`src/rtl/imm_encoder.sv`:
```
// rtl/imm_encoder.sv - 8-bit constant to 5-bit immediate field encoder (optional stats: IMM_ENCODER_STATS_EN)
module imm_encoder #(
    parameter int DATA_W = 8,
    parameter int IMM_W  = 5
) (
    input  logic              clk,
    input  logic              reset,
    input  logic              in_valid,
    output logic              in_ready,
    input  logic [DATA_W-1:0] in_data,
    output logic              out_valid,
    input  logic              out_ready,
    output logic [IMM_W-1:0]  out_imm,
    output logic [1:0]        out_kind,
    output logic              out_last
`ifdef IMM_ENCODER_STATS_EN
    ,
    output logic [7:0]        long_count
`endif
);

    typedef enum logic [1:0] {
        IDLE       = 2'd0,
        EMIT_SHORT = 2'd1,
        EMIT_HI    = 2'd2,
        EMIT_LO    = 2'd3
    } state_t;

    localparam logic [1:0] KIND_SHORT = 2'b00;
    localparam logic [1:0] KIND_HI    = 2'b01;
    localparam logic [1:0] KIND_LO    = 2'b10;

    state_t            state;
    logic [DATA_W-1:0] const_q;
    logic              fits_short;

    // A constant fits a sign-extended 5-bit field when bits [7:4] all match the sign.
    assign fits_short = (in_data[7:4] == 4'h0) || (in_data[7:4] == 4'hF);
    assign in_ready   = (state == IDLE);

    always_ff @(posedge clk) begin
        if (reset) begin
            state     <= IDLE;
            const_q   <= '0;
            out_valid <= 1'b0;
            out_imm   <= '0;
            out_kind  <= KIND_SHORT;
            out_last  <= 1'b0;
        end else begin
            case (state)
                IDLE: begin
                    if (in_valid) begin
                        const_q   <= in_data;
                        out_valid <= 1'b1;
                        if (fits_short) begin
                            state    <= EMIT_SHORT;
                            out_imm  <= in_data[4:0];
                            out_kind <= KIND_SHORT;
                            out_last <= 1'b1;
                        end else begin
                            state    <= EMIT_HI;
                            out_imm  <= in_data[7:3];
                            out_kind <= KIND_HI;
                            out_last <= 1'b0;
                        end
                    end
                end
                EMIT_SHORT: begin
                    if (out_ready) begin
                        state     <= IDLE;
                        out_valid <= 1'b0;
                    end
                end
                EMIT_HI: begin
                    if (out_ready) begin
                        state    <= EMIT_LO;
                        out_imm  <= {2'b00, const_q[2:0]};
                        out_kind <= KIND_LO;
                        out_last <= 1'b1;
                    end
                end
                EMIT_LO: begin
                    if (out_ready) begin
                        state     <= IDLE;
                        out_valid <= 1'b0;
                    end
                end
                default: begin
                    state     <= IDLE;
                    out_valid <= 1'b0;
                end
            endcase
        end
    end

`ifdef IMM_ENCODER_STATS_EN
    always_ff @(posedge clk) begin
        if (reset) begin
            long_count <= 8'h00;
        end else if ((state == EMIT_HI) && out_ready && (long_count != 8'hFF)) begin
            long_count <= long_count + 8'd1;
        end
    end
`endif

endmodule

```
`config.mk`:
```
export PLATFORM = sky130hd
export DESIGN_NAME = imm_encoder
export DESIGN_NICKNAME = d
export VERILOG_FILES = /design/src/rtl/imm_encoder.sv
export SDC_FILE = /design/constraint.sdc
export NUM_CORES = 1
export LEC_CHECK = 0
export BUFFER_PORTS_ARGS = -buffer_cell sky130_fd_sc_hd__clkbuf_2
export CORE_UTILIZATION = 25
export CTS_CLUSTER_SIZE = 14
export DETAILED_ROUTE_END_ITERATION = 16
export SYNTH_ARGS = -nofsm -noshare
export SYNTH_HDL_FRONTEND = slang
export SYNTH_SLANG_ARGS = --single-unit
```
`constraint.sdc`:
```
create_clock -name clk -period 2.32 [get_ports clk]
set_clock_uncertainty 0.05 [all_clocks]
set_input_delay 0 -clock clk [delete_from_list [all_inputs] [get_ports clk]]
set_output_delay 0 -clock clk [all_outputs]
set_load 0.02 [all_outputs]
```
Word level (Yosys, flattened, before mapping)
Index checks and enable logic that the tools add are counted.

word-level totals
  input port bits = 12
  bits in registers = 14
  logic and storage cells = 43
  output and inout bits = 10

cells by class
  reduce and logical (&&, ||, !) cells = 10
  equal/unequal tests = 7
  multiplexer cells = 20

operators with widths
  cell                  count
  $mux W5               3
  $mux W2               6
  $pmux W5 S2           1
  $reduce_and A3 Y1     3
  $mux W1               6
  $pmux W2 S3           1
  $eq A2 B2 Y1 const B  2
  $eq A4 B4 Y1 const B  1
  $logic_not A4 Y1      1
  $ne A2 B2 Y1 const B  2
  $pmux W1 S2           2
  $pmux W2 S2           1
  $reduce_bool A2 Y1    2
  $eq A2 B1 Y1 const B  1
  $logic_not A2 Y1      1
  $ne A2 B1 Y1 const B  1
  $reduce_and A2 Y1     1
  $reduce_or A2 Y1      1
  $logic_or A1 B1 Y1    1

Depth between registers and ports, before layout
Gate-level depths: netlist of the first run.

  depth after elaboration = 5
  depth in mapped cells = 5
  gate-level depth less buffers = 4

Worst setup path before layout of the first run
Ideal clock, no wire load.

  kind = register -> register
  start point = reg state[1]
  end point = reg out_imm[2]
  setup time = 74 ps
  clock period less this slack = 1,249 ps
  arrival time = 1,124 ps
  slack = 1,071 ps
  required time = 2,196 ps
  cell stages (with the launch flop) = 6
  buffers on the path = 1
  cell sequence = dfxtp_1 -> nand2b_1 -> clkbuf_1 -> nor2_2 -> o221ai_1 -> a31oi_1

on the way
  word-level cells in the longest chain between the ends = 3
  elaborated cells between the ends (all ways) = 7
  those cells by class = eq/ne: 3; mux: 1; reduce/logical: 3

ends and longest elaborated chain
  what                                                                 line  text
  start, declared                                                      33    state_t state;
  start signal, assigned                                               43    state <= IDLE;
  start signal, assigned                                               56    state <= EMIT_SHORT;
  start signal, assigned                                               61    state <= EMIT_HI;
  $eq A2 B2 Y1 or $logic_not A2 Y1 (tied branches)                     50    case (state)
  $ne A2 B2 Y1 (no source line) or $reduce_bool A2 Y1 (tied branches)  -
  $reduce_and A3 Y1 (no source line)                                   -
  end signal, assigned                                                 57    out_imm <= in_data[4:0];
  end signal, assigned                                                 62    out_imm <= in_data[7:3];
  end signal, assigned                                                 77    out_imm <= {2'b00, const_q[2:0]};
  end, declared                                                        13    output logic [IMM_W-1:0] out_imm,

Parallel ways exist; a longest one is shown, timed or not.
A chain may end at the register's enable or synchronous reset.

Worst setup path in the final report of the first run
Same ends and word-level chain as after synthesis.

==> metrics.txt, run 1 <==
# TYPE chip_impl_metric gauge
chip_impl_metric{name="drc_violation_total_after_the_first_tritonroute_iteration",unit=""} 13
chip_impl_metric{name="dpl-instance-area",unit="um^2"} 821
chip_impl_metric{name="grt_pass1_vias",unit=""} 644
chip_impl_metric{name="arrival_time_at_the_worst_endpoint",unit="ps"} 1700
chip_impl_metric{name="fmax",unit="MHz"} 651
chip_impl_metric{name="cts_resized",unit=""} 0
chip_impl_metric{name="power.density_cell_area",unit="mW/mm^2"} 704
chip_impl_metric{name="viasPerCell",unit=""} 5.03
chip_impl_info{name="crit_path_end_kind",value="flip-flop"} 1
chip_impl_info{name="synth_ff_type",value="dfxtp_1"} 1
chip_impl_metric{name="worst-endpoint-required",unit="ps"} 2480
chip_impl_metric{name="clock_path_buffers",unit=""} 2
chip_impl_info{name="cts_root_buffer",value="clkbuf_4"} 1
chip_impl_metric{name="firstDrtPassIters",unit=""} 4
chip_impl_metric{name="initial_utilization",unit="%"} 27.4
chip_impl_metric{name="synth.avg_cell_area",unit="um^2"} 8.10
chip_impl_metric{name="cell_count_final_fillers_out",unit=""} 140
chip_impl_metric{name="fp.coreArea",unit="mm^2"} 0.00254
chip_impl_metric{name="h-tree-depth",unit=""} 1
chip_impl_metric{name="report.final.slew_viol_count",unit=""} 0
chip_impl_metric{name="residual_antenna_violating_net_count_after_detailed_routing",unit=""} 0
chip_impl_metric{name="post-dp-hpwl",unit="mm"} 1.26
chip_impl_metric{name="pin_count",unit=""} 22
chip_impl_metric{name="route.vias.total",unit=""} 704
chip_impl_metric{name="placedCellCount",unit=""} 133
chip_impl_metric{name="clk_pin_slew_worst_paths",unit="ps"} 80
chip_impl_info{name="hold_path.class",value="input port to flip-flop"} 1
chip_impl_metric{name="final_period_minus_worst_setup_slack",unit="ps"} 1540
chip_impl_metric{name="clock_insertion_delay_worst_skew",unit="ps"} 280
chip_impl_metric{name="fp.dieW",unit="um"} 54.8
chip_impl_metric{name="timing_worst_slew_pin_value",unit="ps"} 537
chip_impl_metric{name="grt_pass1_wl",unit="mm"} 2.82
chip_impl_info{name="most-common-layout-cells",value="21 x clkbuf_2, 14 x dfxtp_1, 10 x nor2_1, 10 x a21oi_1, 8 x nand2_1"} 1
chip_impl_metric{name="drt-total-wl",unit="mm"} 1.63
chip_impl_metric{name="cts_sinks",unit=""} 14
chip_impl_metric{name="finalNetCount",unit=""} 123
chip_impl_metric{name="critical_path.max_fanout",unit=""} 11
chip_impl_metric{name="numCtsBuffers",unit=""} 3
chip_impl_info{name="status",value="finished clean"} 1
chip_impl_info{name="tritoncts",value="built"} 1
chip_impl_info{name="layout.cells.most_common",value="clkbuf_2"} 1
chip_impl_metric{name="static-leakage-power",unit="uW"} 0.000390
chip_impl_metric{name="ys_warn_count",unit=""} 0
chip_impl_metric{name="post-cts-setup-buffer-count",unit=""} 0
chip_impl_metric{name="wire_per_inst",unit="um"} 11.7
chip_impl_metric{name="synth_seq_area_share",unit="%"} 40.2
chip_impl_metric{name="finish_stage_setup_viols",unit=""} 0
chip_impl_info{name="path_class",value="flip-flop to flip-flop"} 1
chip_impl_metric{name="layout-area-overhead-vs-synth",unit="%"} 27.3
chip_impl_metric{name="post-route-util",unit="%"} 34.9
chip_impl_metric{name="slew-limit-headroom",unit="%"} 64.2
chip_impl_metric{name="yosys_register_bits",unit=""} 14
chip_impl_metric{name="mappedNetlistNets",unit=""} 98
chip_impl_metric{name="max_cap_viol_count",unit=""} 0
chip_impl_metric{name="fraction_of_final_layout_cells_sized_beyond_drive_strength_1",unit="%"} 26.4
chip_impl_metric{name="die_height",unit="um"} 54.8
chip_impl_metric{name="irDropWorstVdd",unit="mV"} 0.420
chip_impl_metric{name="yosysUniqueCellTypes",unit=""} 30
chip_impl_metric{name="fin_crit_sh",unit="%"} 66.2
chip_impl_info{name="startpoint_type",value="flip-flop"} 1
chip_impl_metric{name="timing.final.hold_violations",unit=""} 0
chip_impl_metric{name="totalNegativeSetupSlack",unit="ps"} 0
chip_impl_metric{name="number_of_enable_type_register_cells_in_the_synthesized_netlist",unit=""} 0
chip_impl_metric{name="global_route.overflow_total",unit=""} 0
chip_impl_metric{name="synth_async_sr_flop_share",unit="%"} 0
chip_impl_metric{name="buffer_ports.inserted",unit=""} 21
chip_impl_metric{name="n_fill_cell",unit=""} 274
chip_impl_metric{name="num_rows",unit=""} 18
chip_impl_metric{name="pin_count_of_the_biggest_net_entering_global_routing",unit=""} 17
chip_impl_info{name="grt_setup_unrepaired",value="no"} 1
chip_impl_metric{name="mappedNetlistArea",unit="um^2"} 697
chip_impl_metric{name="n_antenna_cell",unit=""} 0
chip_impl_metric{name="antenna_violations_before_repair",unit=""} 0
chip_impl_metric{name="final_estimated_routing_congestion_in_global_placement",unit=""} 0.751
chip_impl_metric{name="fp.dieArea",unit="mm^2"} 0.00300
chip_impl_metric{name="grt_use_total",unit="%"} 13.3
chip_impl_metric{name="cts_hold_repair.buffers",unit=""} 3
chip_impl_metric{name="remaining_drc_errors",unit=""} 0
chip_impl_metric{name="post_synth_inst_count",unit=""} 86
chip_impl_metric{name="postLayoutCellArea",unit="um^2"} 887
area by class of cell:
cell class / count / area [um^2] / area share [%]
Timing Repair Buffer: 24 / 135 / 15.2
Clock buffer: 4 / 36.3 / 4.09
Inverter: 4 / 15.0 / 1.69
Multi-Input combinational cell: 64 / 383 / 43.2
Sequential cell: 14 / 280 / 31.6
Tap cell: 30 / 37.5 / 4.23
power by group:
group	leakage (uW)	internal, uW	total, uW	switching, uW
registers	0.000115	266	291	25.2
logic	0.000254	65.9	160	93.9
clock network	0.0000210	95.5	173	77.5
total	0.000390	428	624	197
worst paths after layout:
| path | from | end | slack [ps] | cells past startpoint |
|---|---|---|---|---|
| setup / recovery | state[1] | out_imm[2] | 780 | 4 |
| hold / removal | in_data[3] | out_imm[0] | 10 | 3 |
| setup reg to reg | state[1] | out_imm[2] | 780 | 4 |
| hold reg to reg | out_imm[3] | out_imm[3] | 410 | 2 |
Yosys cell counts (all sizes together) (2+ instances only):
cell / instances / area share (%)
inv: 4 / 2.2
o21ai: 10 / 7.2
a22oi: 2 / 2.2
nor2: 11 / 6.3
a21o: 3 / 3.2
nand2b: 2 / 1.8
nand2: 9 / 5.2
clkbuf: 3 / 1.6
a21oi: 10 / 7.2
a31oi: 2 / 1.8
dfxtp: 14 / 40
critical path: stages, from the launching register on:
cell      delay [ps]
dfxtp_1          400
nand2b_1         340
nor2_2           330
o221ai_1         180
a31oi_1          170
layer usage:
metal  share of wire (%)  track usage [%]
met5                   0                0
met4                   0             3.85
met3                 6.4             4.72
met2                  48             21.9
met1                  45             15.9
kinds of logic (layout without fill, tap and decap cells):
family / after synthesis / after routing / share of synthesized area (%)
AO/OA/AOI/OAI: 37 / 37 / 36.6
AND/OR/NAND/NOR: 27 / 27 / 18.3
flip-flops: 14 / 14 / 40.2
buffers and inverters: 8 / 32 / 4.85
registers in the layout (all words and copies together), names as in the netlist:
name	flops
out_valid	1
const_q	3
out_kind	2
out_imm	5
out_last	1
state	2
metrics by stage:
step / worst slack [ps] / hold slack, ps / power (uW)
2_1_floorplan: 1070 / 17.9 / 404
3_3_place_gp: 840 / 207 / 452
3_5_place_dp: 778 / 206 / 454
4_1_cts: 772 / 7.68 / 633
5_1_grt: 580 / 13.2 / 665
6_report: 785 / 9.73 / 624
Note: power is estimated with default switching activity, not from simulation.
==> run 2: changes to the inputs <==
- clock period: 2.32 -> 1.6 ns (I/O delays scaled with it)
==> metrics.txt, run 2 (synthesis results as in run 1) <==
# TYPE chip_impl_metric gauge
chip_impl_info{name="status",value="finished clean"} 1
chip_impl_metric{name="reg2regPathDepth",unit=""} 4
chip_impl_metric{name="irDropWorstVdd",unit="mV"} 0.462
chip_impl_info{name="timing.critical_path.max_delay_family",value="simple AND/OR/NAND/NOR gates"} 1
chip_impl_metric{name="finalNetCount",unit=""} 125
chip_impl_metric{name="finish_stage_setup_viols",unit=""} 0
chip_impl_metric{name="fmax",unit="MHz"} 697
chip_impl_metric{name="layout-area-overhead-vs-synth",unit="%"} 29.4
chip_impl_metric{name="power.density_cell_area",unit="mW/mm^2"} 1020
chip_impl_info{name="registers.top_by_ff_count",value="out_imm"} 1
chip_impl_info{name="layout.cells.most_common",value="clkbuf_2"} 1
chip_impl_metric{name="cts_sinks",unit=""} 14
chip_impl_metric{name="clock_insertion_delay_worst_skew",unit="ps"} 280
chip_impl_metric{name="finalPower",unit="uW"} 918
chip_impl_metric{name="global_route.overflow_total",unit=""} 0
chip_impl_metric{name="route.vias.total",unit=""} 705
chip_impl_metric{name="max_cap_viol_count",unit=""} 0
chip_impl_metric{name="clock_path_buffers",unit=""} 2
chip_impl_metric{name="critical_path.max_fanout",unit=""} 8
chip_impl_metric{name="pin_count_of_the_biggest_net_entering_global_routing",unit=""} 17
chip_impl_metric{name="slowest_delay",unit="ps"} 360
chip_impl_metric{name="final_period_minus_worst_setup_slack",unit="ps"} 1430
chip_impl_metric{name="timing_worst_slew_pin_value",unit="ps"} 527
chip_impl_metric{name="hold_path_depth",unit=""} 3
chip_impl_info{name="hold_path.class",value="input port to flip-flop"} 1
chip_impl_metric{name="met2_wirelength",unit="um"} 817
chip_impl_metric{name="post-route-util",unit="%"} 35.4
chip_impl_metric{name="grt_pass1_wl",unit="mm"} 2.77
chip_impl_info{name="cts_root_buffer",value="clkbuf_4"} 1
chip_impl_metric{name="fraction_of_final_layout_cells_sized_beyond_drive_strength_1",unit="%"} 27.7
chip_impl_metric{name="fin_crit_sh",unit="%"} 89.7
chip_impl_metric{name="multi_input_area",unit="um^2"} 383
chip_impl_metric{name="wire_per_inst",unit="um"} 11.8
chip_impl_metric{name="final_estimated_routing_congestion_in_global_placement",unit=""} 0.758
chip_impl_metric{name="drt-total-wl",unit="mm"} 1.68
chip_impl_info{name="grt_setup_unrepaired",value="no"} 1
chip_impl_metric{name="met1_routed_length",unit="um"} 764
chip_impl_metric{name="report.final.slew_viol_count",unit=""} 0
chip_impl_metric{name="post-dp-hpwl",unit="mm"} 1.28
chip_impl_info{name="crit_path_cells",value="nand2b_1 > nor2_2 > o221ai_1 > a31oi_1"} 1
chip_impl_metric{name="pin_count",unit=""} 22
chip_impl_metric{name="clk_pin_slew_worst_paths",unit="ps"} 80
chip_impl_metric{name="viasPerCell",unit=""} 4.96
chip_impl_metric{name="remaining_drc_errors",unit=""} 0
chip_impl_metric{name="critical_path_cell_count",unit=""} 4
chip_impl_info{name="cpMaxStageDelayCell",value="dfxtp_1"} 1
chip_impl_metric{name="grt_pass1_vias",unit=""} 633
chip_impl_metric{name="h-tree-depth",unit=""} 1
chip_impl_metric{name="slew-limit-headroom",unit="%"} 64.8
chip_impl_metric{name="worst-endpoint-required",unit="ps"} 1760
chip_impl_metric{name="initial_utilization",unit="%"} 27.4
chip_impl_info{name="dr.max_layer_used",value="met3"} 1
chip_impl_metric{name="post-cts-setup-buffer-count",unit=""} 0
chip_impl_metric{name="largest_register_ffs",unit=""} 5
chip_impl_metric{name="residual_antenna_violating_net_count_after_detailed_routing",unit=""} 0
chip_impl_metric{name="buffer_ports.inserted",unit=""} 21
chip_impl_metric{name="n_antenna_cell",unit=""} 0
chip_impl_info{name="path_class",value="flip-flop to flip-flop"} 1
chip_impl_info{name="startpoint_type",value="flip-flop"} 1
chip_impl_info{name="most-common-layout-cells",value="21 x clkbuf_2, 14 x dfxtp_1, 10 x nor2_1, 10 x a21oi_1, 8 x nand2_1"} 1
chip_impl_metric{name="dr_wl_met3",unit="um"} 98
chip_impl_metric{name="seqCellArea",unit="um^2"} 280
chip_impl_metric{name="fp.coreArea",unit="mm^2"} 0.00254
chip_impl_metric{name="antenna_violations_before_repair",unit=""} 0
chip_impl_metric{name="final_critical_path_setup_slack",unit="ps"} 166
chip_impl_metric{name="fp.dieArea",unit="mm^2"} 0.00300
chip_impl_metric{name="grt_use_total",unit="%"} 13.0
chip_impl_metric{name="dpl-instance-area",unit="um^2"} 836
chip_impl_metric{name="cp_num_buf_inv",unit=""} 0
chip_impl_metric{name="firstDrtPassIters",unit=""} 4
chip_impl_info{name="crit_path_end_kind",value="flip-flop"} 1
chip_impl_metric{name="fp.dieW",unit="um"} 54.8
chip_impl_info{name="reg.largest.list",value="out_imm x5, const_q x3"} 1
chip_impl_metric{name="drc_violation_total_after_the_first_tritonroute_iteration",unit=""} 12
chip_impl_metric{name="numCtsBuffers",unit=""} 3
chip_impl_metric{name="die_height",unit="um"} 54.8
chip_impl_metric{name="num_rows",unit=""} 18
chip_impl_metric{name="dp_slack",unit="ps"} 159
chip_impl_metric{name="postLayoutCellArea",unit="um^2"} 902
chip_impl_metric{name="arrival_time_at_the_worst_endpoint",unit="ps"} 1600
chip_impl_metric{name="timing.final.hold_violations",unit=""} 0
chip_impl_metric{name="totalNegativeSetupSlack",unit="ps"} 0
chip_impl_info{name="tritoncts",value="built"} 1
chip_impl_metric{name="static-leakage-power",unit="uW"} 0.000400
chip_impl_metric{name="n_fill_cell",unit=""} 272
run 2: cell types whose count changed in the layout (fill, tap and decap cells not counted):
cell,previous run,this run
buf_4,0,2
run 2: cell type report:
type                       instances  share of cell area (%)
sequential                        14                    31.1
tap                               30                    4.16
multi-input combinational         64                    42.4
clock buffer                       4                    4.02
inverter                           4                    1.66
timing repair buffer              26                    16.6
run 2: worst min-delay path: stages:
cell      delay, ps
clkbuf_2        110
nand3b_1        100
a311oi_2         90
run 2: metal layers:
metal | GRT usage [%] | vias to the layer above
li1 | - | 362
met1 | 15.8 | 326
met2 | 21.3 | 17
met3 | 5.56 | 0
met4 | 2.56 | 0
met5 | 0 | -
run 2: repair_timing:
| action | 4_1_cts | 5_1_grt |
|---|---|---|
| gates resized for setup | 0 | 0 |
| setup endpoints to repair | 0 | 0 |
| hold endpoints to repair | 3 | 0 |
| hold buffers | 3 | 0 |
run 2: per-stage QoR:
| stage | hold slack, ps | std cells |
|---|---|---|
| after floorplan | 17.9 | 86 |
| after global placement | 211 | 135 |
| after detailed placement | 204 | 135 |
| after CTS | 3.91 | 142 |
| after global routing | 5.90 | 142 |
| final | 8.42 | 142 |
run 2: path summary, 6_finish.rpt:
check	start	slack, ps	to
setup / recovery	state[1]	170	out_imm[2]
hold / removal	in_data[3]	8	out_imm[0]
setup reg to reg	state[1]	170	out_imm[2]
hold reg to reg	out_imm[3]	410	out_imm[3]
run 2: where the power goes:
part	internal, uW	switching [uW]
logic	103	141
registers	386	33.0
clock network	138	116
